--- src/rtl/pipe_pkg.sv ---
// Shared pipeline types for the MEM/WB slice.
//  wb_payload_t : write-back payload at the default widths (32-bit data, 5-bit index).
//  REG_ZERO     : index of the hard-wired zero register.
package pipe_pkg;
    localparam int DATA_W_DFLT     = 32;
    localparam int REG_ADDR_W_DFLT = 5;

    typedef struct packed {
        logic                       reg_write;
        logic                       mem_to_reg;
        logic [DATA_W_DFLT-1:0]     alu_result;
        logic [DATA_W_DFLT-1:0]     read_data;
        logic [REG_ADDR_W_DFLT-1:0] write_reg;
    } wb_payload_t;

    localparam logic [REG_ADDR_W_DFLT-1:0] REG_ZERO = '0;
endpackage

--- src/rtl/pipe_skid_buf.sv ---
// Generic 2-entry valid/ready skid buffer over a W-bit payload vector.
// The main entry drives the outputs. The skid entry absorbs one transfer
// that arrives while main is stalled.
// Ports:
//  clk, rst (sync, active high), flush (drop everything, ignore input)
//  in_valid/in_ready/in_data    : upstream side; in_ready is registered (= !skid_valid)
//  out_valid/out_ready/out_data : downstream side, driven straight from main registers
module pipe_skid_buf #(
    parameter int W = 8
) (
    input  logic         clk,
    input  logic         rst,
    input  logic         flush,
    input  logic         in_valid,
    output logic         in_ready,
    input  logic [W-1:0] in_data,
    output logic         out_valid,
    input  logic         out_ready,
    output logic [W-1:0] out_data
);
    logic         main_valid, skid_valid;
    logic [W-1:0] main_data, skid_data;
    logic         accept, consume;

    assign in_ready  = !skid_valid;
    assign out_valid = main_valid;
    assign out_data  = main_data;
    assign accept    = in_valid && in_ready && !flush;
    assign consume   = main_valid && out_ready;

    // Payload registers load only together with their valid bit. This keeps
    // held data stable under backpressure.
    always_ff @(posedge clk) begin
        if (rst) begin
            main_valid <= 1'b0;
            skid_valid <= 1'b0;
            main_data  <= '0;
            skid_data  <= '0;
        end else if (flush) begin
            main_valid <= 1'b0;
            skid_valid <= 1'b0;
        end else if (!main_valid || consume) begin
            if (skid_valid) begin
                main_valid <= 1'b1;
                main_data  <= skid_data;
                // in_ready is low whenever skid is valid, so accept is
                // always 0 here. The branch is kept for generality.
                if (accept) begin
                    skid_valid <= 1'b1;
                    skid_data  <= in_data;
                end else begin
                    skid_valid <= 1'b0;
                end
            end else if (accept) begin
                main_valid <= 1'b1;
                main_data  <= in_data;
            end else begin
                main_valid <= 1'b0;
            end
        end else if (accept) begin
            skid_valid <= 1'b1;
            skid_data  <= in_data;
        end
    end
endmodule

--- src/rtl/mem_wb_stage.sv ---
// MEM/WB pipeline stage with a valid/ready handshake, a 2-entry skid buffer
// and flush-to-bubble. It also contains the write-back data mux and the
// register-file write enable.
// Ports:
//  clk, rst (sync, active high), flush
//  in_valid/in_ready + reg_write_i, mem_to_reg_i, alu_result_i, read_data_i, write_reg_i
//  out_valid/out_ready + reg_write_o, write_reg_o, wb_data_o, rf_we_o
// wb_data_o and rf_we_o are decoded from the registered main entry. The only
// combinational input path is out_ready -> rf_we_o.
module mem_wb_stage
    import pipe_pkg::*;
#(
    parameter int DATA_W      = 32,
    parameter int REG_ADDR_W  = 5,
    parameter int ZERO_REG_RO = 1
) (
    input  logic                  clk,
    input  logic                  rst,
    input  logic                  flush,
    input  logic                  in_valid,
    output logic                  in_ready,
    input  logic                  reg_write_i,
    input  logic                  mem_to_reg_i,
    input  logic [DATA_W-1:0]     alu_result_i,
    input  logic [DATA_W-1:0]     read_data_i,
    input  logic [REG_ADDR_W-1:0] write_reg_i,
    output logic                  out_valid,
    input  logic                  out_ready,
    output logic                  reg_write_o,
    output logic [REG_ADDR_W-1:0] write_reg_o,
    output logic [DATA_W-1:0]     wb_data_o,
    output logic                  rf_we_o
);
    // Same layout as wb_payload_t, but sized by this instance's parameters.
    typedef struct packed {
        logic                  reg_write;
        logic                  mem_to_reg;
        logic [DATA_W-1:0]     alu_result;
        logic [DATA_W-1:0]     read_data;
        logic [REG_ADDR_W-1:0] write_reg;
    } payload_t;

    payload_t in_pl, main_pl;
    logic     wr_is_zero;

    assign in_pl = '{reg_write:  reg_write_i,
                     mem_to_reg: mem_to_reg_i,
                     alu_result: alu_result_i,
                     read_data:  read_data_i,
                     write_reg:  write_reg_i};

    pipe_skid_buf #(.W($bits(payload_t))) u_skid (
        .clk       (clk),
        .rst       (rst),
        .flush     (flush),
        .in_valid  (in_valid),
        .in_ready  (in_ready),
        .in_data   (in_pl),
        .out_valid (out_valid),
        .out_ready (out_ready),
        .out_data  (main_pl)
    );

    assign reg_write_o = main_pl.reg_write;
    assign write_reg_o = main_pl.write_reg;
    assign wb_data_o   = main_pl.mem_to_reg ? main_pl.read_data : main_pl.alu_result;

    // flush does not gate rf_we_o. A write consumed in the flush cycle
    // still completes.
    assign wr_is_zero  = (main_pl.write_reg == REG_ADDR_W'(REG_ZERO));
    assign rf_we_o     = out_valid && out_ready && main_pl.reg_write &&
                         !((ZERO_REG_RO != 0) && wr_is_zero);
endmodule

--- config.mk ---
export PLATFORM = sky130hd
export DESIGN_NAME = mem_wb_stage
export DESIGN_NICKNAME = d
export VERILOG_FILES = /design/src/rtl/pipe_pkg.sv /design/src/rtl/pipe_skid_buf.sv /design/src/rtl/mem_wb_stage.sv
export SDC_FILE = /design/constraint.sdc
export NUM_CORES = 1
export LEC_CHECK = 0
export ABC_CLOCK_PERIOD_IN_PS = 2000
export CORE_UTILIZATION = 54
export DETAILED_ROUTE_END_ITERATION = 10
export PLACE_DENSITY = 0.8
export REMOVE_ABC_BUFFERS = 1
export SLEW_MARGIN = 10
export SYNTH_ARGS = -nofsm -noshare
export SYNTH_HDL_FRONTEND = slang
export SYNTH_SLANG_ARGS = --single-unit
--- constraint.sdc ---
create_clock -name clk -period 2 [get_ports clk]
set_clock_uncertainty 0.2 [all_clocks]
set_input_delay 0.2 -clock clk [delete_from_list [all_inputs] [get_ports clk]]
set_output_delay 0.2 -clock clk [all_outputs]
set_load 0.005 [all_outputs]
# == After elaboration in Yosys (flattened, before gate mapping) ==
# Cells that the tools add are included.
# totals
ff_bits,144
inputBits,76
# op_classes
eq_ne,1
muxes,11
n_bitwise,1
reduce_logical,16
# ops
op,n
71-bit 2-to-1 mux,5
32-bit 2-to-1 mux,1
1-bit logical AND,5
5-bit zero test,1
1-bit 2-to-1 mux,5
1-bit zero test,4
2-bit nonzero test,2
3-bit AND reduction,1
"2-bit by 1-bit != test with 1-bit output, second input constant",1
2-bit AND reduction,1
2-bit OR reduction,1
1-bit logical OR,1
1-bit inverter,1

# == Depth between registers and ports, before layout ==
# logic_depth
word_depth,6
ltp_mapped,6
mapped_depth_nobuf,3

# == Modules after synthesis ==
# Synthesis repeated with hierarchy kept, for this count alone.
# hier_totals
hier_cells,682
hier_area_um2,7430.9
# modules_own_cells
mod,instances,cells_per_inst,area_each_um2
pipe_skid_buf,1,642,6867.8
mem_wb_stage,1,40,563.0

# == Worst setup path after synthesis ==
# No wires, ideal clock.
# synth_timing
path_type,register -> register
start,"register u_skid.main_valid, in the netlist u_skid.out_valid"
end,"register u_skid.main_data[0], in the netlist u_skid.out_data[0]"
setup_time_ns,0.086
t_arrival_ns,1.353
required_ns,1.714
slack_ns,0.361
path_stages_with_launch,7
period_less_slack_ns,1.639
cell_sequence,dfxtp_1 -> nor2b_1 -> buf_6 -> or3_1 -> buf_6 -> buf_6 -> a211oi_1
# synth_between
elab_chain_cells,3
word_cells_on_any_way,4
cone_classes,reduce/logical: 4
# synth_lines
item,line_no,rtl
"start, declared",pipe_skid_buf.sv:21,"logic main_valid, skid_valid;"
"start signal, assigned",pipe_skid_buf.sv:35,main_valid <= 1'b0;
"start signal, assigned",pipe_skid_buf.sv:40,main_valid <= 1'b0;
"start signal, assigned",pipe_skid_buf.sv:44,main_valid <= 1'b1;
1-bit zero test or 1-bit logical AND (tied branches),"pipe_skid_buf.sv:42, pipe_skid_buf.sv:29",
1-bit logical OR (*),pipe_skid_buf.sv:42,end else if (!main_valid || consume) begin
3-bit AND reduction (no line) (*),-,
"end signal, assigned",pipe_skid_buf.sv:45,main_data <= skid_data;
"end signal, assigned",pipe_skid_buf.sv:56,main_data <= in_data;
"end, declared",pipe_skid_buf.sv:22,"logic [W-1:0] main_data, skid_data;"
# Every way passes the cells marked *; elsewhere a longest branch is shown, timed or not.
# A chain may end at the register's enable or synchronous reset.

# == Final worst setup path ==
# layout_timing
start,register u_skid.skid_valid
end,register u_skid.skid_data[30]
# layout_between
elab_chain_cells,6
word_cells_on_any_way,8
cone_classes,eq/ne: 1; mux: 3; reduce/logical: 4
# layout_lines
item,line_no,rtl
"start, declared",pipe_skid_buf.sv:21,
"start signal, assigned",pipe_skid_buf.sv:36,skid_valid <= 1'b0;
"start signal, assigned",pipe_skid_buf.sv:41,skid_valid <= 1'b0;
"start signal, assigned",pipe_skid_buf.sv:49,skid_valid <= 1'b1;
1-bit zero test,pipe_skid_buf.sv:25,assign in_ready = !skid_valid;
1-bit logical AND (2 in series),pipe_skid_buf.sv:28,assign accept = in_valid && in_ready && !flush;
71-bit 2-to-1 mux (3 in series),-,
"end signal, assigned",pipe_skid_buf.sv:50,skid_data <= in_data;
"end signal, assigned",pipe_skid_buf.sv:62,skid_data <= in_data;
"end, declared",pipe_skid_buf.sv:22,
# Several ways; a longest one is shown, not always the timed one. The select of a mux whose other input is x is not followed.

==> flow_summary.json <==
{
  "worst_hold_slack_ns": 0.0592,
  "cts-root-buf": "clkbuf_16",
  "yosysWarnings": 0,
  "synth_edf_count": 0,
  "vias": 6163,
  "drive_gt1_share_pct": 19.3,
  "synth-seq-cells": 144,
  "gp_congestion": 0.796,
  "nets": 968,
  "hold_path.class": "in -> reg",
  "dieArea_um2": 14000,
  "yosys.area.top_type": "dfxtp_1",
  "max_slew_margin_pct": 72.0,
  "arrival_ns": 2.09,
  "die_w_um": 118,
  "insertion_delay_ns": 0.42,
  "async_reset_ff_share_pct": 0,
  "power.density_nw_per_um2": 769,
  "diodes": 0,
  "avgSynthCellArea_um2": 9.14,
  "drt-initial-drc-count": 484,
  "dp_hpwl_mm": 11.1,
  "ys.flop_type": "dfxtp_1",
  "routed_via_density": 5.70,
  "max_freq_mhz": 510,
  "cts_buffers": 17,
  "ys_seq_area_share_pct": 39.4,
  "crit_required_ns": 2.13,
  "syn_inst": 800,
  "worstSetupStartpointType": "register",
  "num-fill-cells": 1010,
  "r2r_slack_ns": 0.04,
  "antenna_left": 0,
  "crit_chain": "buf_12, buf_4, nor4b_2, buf_4, buf_12, mux2i_1",
  "ys_top_cells_by_count": "144 x dfxtp_1, 143 x nand2b_1, 73 x nor4_1",
  "fp-row-count": 42,
  "slowest_stage": "dfxtp_4",
  "slowest_delay_ns": 0.37,
  "drv_slew": 0,
  "min_period_over_period_pct": 97.9,
  "clock_path_buffers": 2,
  "portBuffers": 116,
  "grt_pass1_vias": 6150,
  "start_util_pct": 55.2,
  "end_kind": "register",
  "tightestPinTransition_ns": 0.421,
  "cap_violations": 0,
  "wl_per_cell_um": 17.5,
  "placed_cells": 1036,
  "track_usage_pct": 26.9,
  "synth.area.top_cells": "dfxtp_1 39%, nand2b_1 12%, mux2_2 11%, mux2i_1 9.7%, a211oi_1 7.4%",
  "fin_crit_ns": 1.96,
  "antenna_found_initial": 0,
  "overflow": 0,
  "grt_max_degree": 70,
  "path_clk_slew_ns": 0.06,
  "yosysTopAreaCellShare_pct": 39.4,
  "drc": 0,
  "instances_no_fill": 1081,
  "outcome": "finished clean",
  "drt-pass1-iter-count": 6,
  "vdd_drop_max_mv": 0.574,
  "grt_pass1_wl_mm": 30.2,
  "ys_types": 20,
  "pre_cts_slack_ns": -0.163,
  "syn_area_um2": 7310,
  "setup_viol": 0,
  "synth.most_common_cell": "dfxtp_1",
  "h-tree-depth": 4,
  "finalWorstSetupSlack_ns": 0.0411,
  "area.growth.synth_to_final_pct": 30.4,
  "io-pin-count": 117,
  "clock-sinks": 144,
  "core_um2": 13200,
  "wl_mm": 18.9,
  "die_h_um": 118,
  "p_leak_uw": 0.00351,
  "crit_type": "reg -> reg",
  "cp_max_fo": 15,
  "hold_violations": 0,
  "cts_tree": "built"
}
==> final cells by class <==
type | count | area [µm²] | share of cell area (%)
Multi-Input combinational cell | 500 | 3860 | 40.5
Timing Repair Buffer | 157 | 1680 | 17.6
Clock inverter | 9 | 130 | 1.36
Sequential cell | 144 | 2890 | 30.3
Tap cell | 176 | 220 | 2.31
Clock buffer | 23 | 488 | 5.12
Inverter | 72 | 270 | 2.83
==> critical path: cells and delay by family (launching register included) <==
| kind | cells | cell delay [ns] |
|---|---|---|
| buffers and inverters | 4 | 0.69 |
| muxes | 1 | 0.25 |
| DFF | 1 | 0.37 |
| and+or+nand+nor | 1 | 0.35 |
==> routing by layer <==
metal	routed length, µm	vias to the layer above	GRT usage (%)
met4	310	0	8.25
li1	-	2953	-
met1	8170	2960	34.2
met5	0	-	0
met2	9270	224	44.9
met3	1160	26	6.66
==> through the flow <==
| stage | instance area (µm²) | util [%] | TNS (ns) | total power, µW |
|---|---|---|---|---|
| after global placement | 8620 | 65.1 | -2.99 | 3970 |
| final | 9540 | 72.0 | 0 | 7340 |
| after detailed placement | 8620 | 65.1 | -9.58 | 4000 |
| after floorplan | 6870 | - | -1032.45 | 3490 |
| after global routing | 9540 | 72.0 | -0.0210 | 7580 |
| after CTS | 9410 | 71.1 | -1.11 | 7320 |
==> layout by cell type, fill, tap and decap left out, drive strengths merged, types with 3 or more instances in the layout <==
master / instances
nand2b: 143
nand2: 32
a211oi: 72
nor4: 73
dlygate4sd2: 22
mux2i: 71
o21ai: 32
bufinv: 3
clkdlybuf4s50: 81
clkbuf: 24
clkinv: 5
dfxtp: 144
mux2: 71
buf: 41
dlymetal6s2s: 10
inv: 72
==> report_power, final <==
group	switching [µW]	total [µW]	leakage [µW]	internal, µW
registers	57.3	3040	0.00118	2980
logic	462	985	0.00203	523
clock network	1220	3310	0.000303	2090
total	1740	7340	0.00351	5600
==> cell families after synthesis <==
kind of cell / Yosys count / share of synthesized area (%)
AOI/OAI and AO/OA: 105 / 9.65
buffers and inverters: 156 / 9.74
DFF: 144 / 39.4
muxes: 142 / 20.7
and+or+nand+nor: 253 / 20.5
==> registers in the layout, indices dropped and copies added (netlist names) <==
| register | flops |
|---|---|
| u_skid.out_data | 71 |
| u_skid.skid_data | 71 |
| u_skid.skid_valid | 1 |
| u_skid.out_valid | 1 |
==> what timing repair did <==
| item | CTS | global route |
|---|---|---|
| setup buffers | 3 | 6 |
| setup endpoints to repair | 34 | 13 |
| hold buffers | 1 | 0 |
| pin swaps | 2 | 0 |
| cloned | 2 | 1 |
| resized for setup | 82 | 18 |
| endpoints found under the hold margin | 2 | 0 |
==> final timing paths <==
kind,start,to,cells after the start
max reg2reg,u_skid.skid_valid$_SDFFE_PP0P_,u_skid.skid_data[30]$_SDFFE_PP0P_,6
min reg2reg,u_skid.out_data[32]$_SDFFE_PP0P_,u_skid.out_data[32]$_SDFFE_PP0P_,2
min,rst,u_skid.out_data[61]$_SDFFE_PP0P_,2
max,u_skid.skid_valid$_SDFFE_PP0P_,u_skid.skid_data[30]$_SDFFE_PP0P_,6
(Power assumes the default switching activity.)
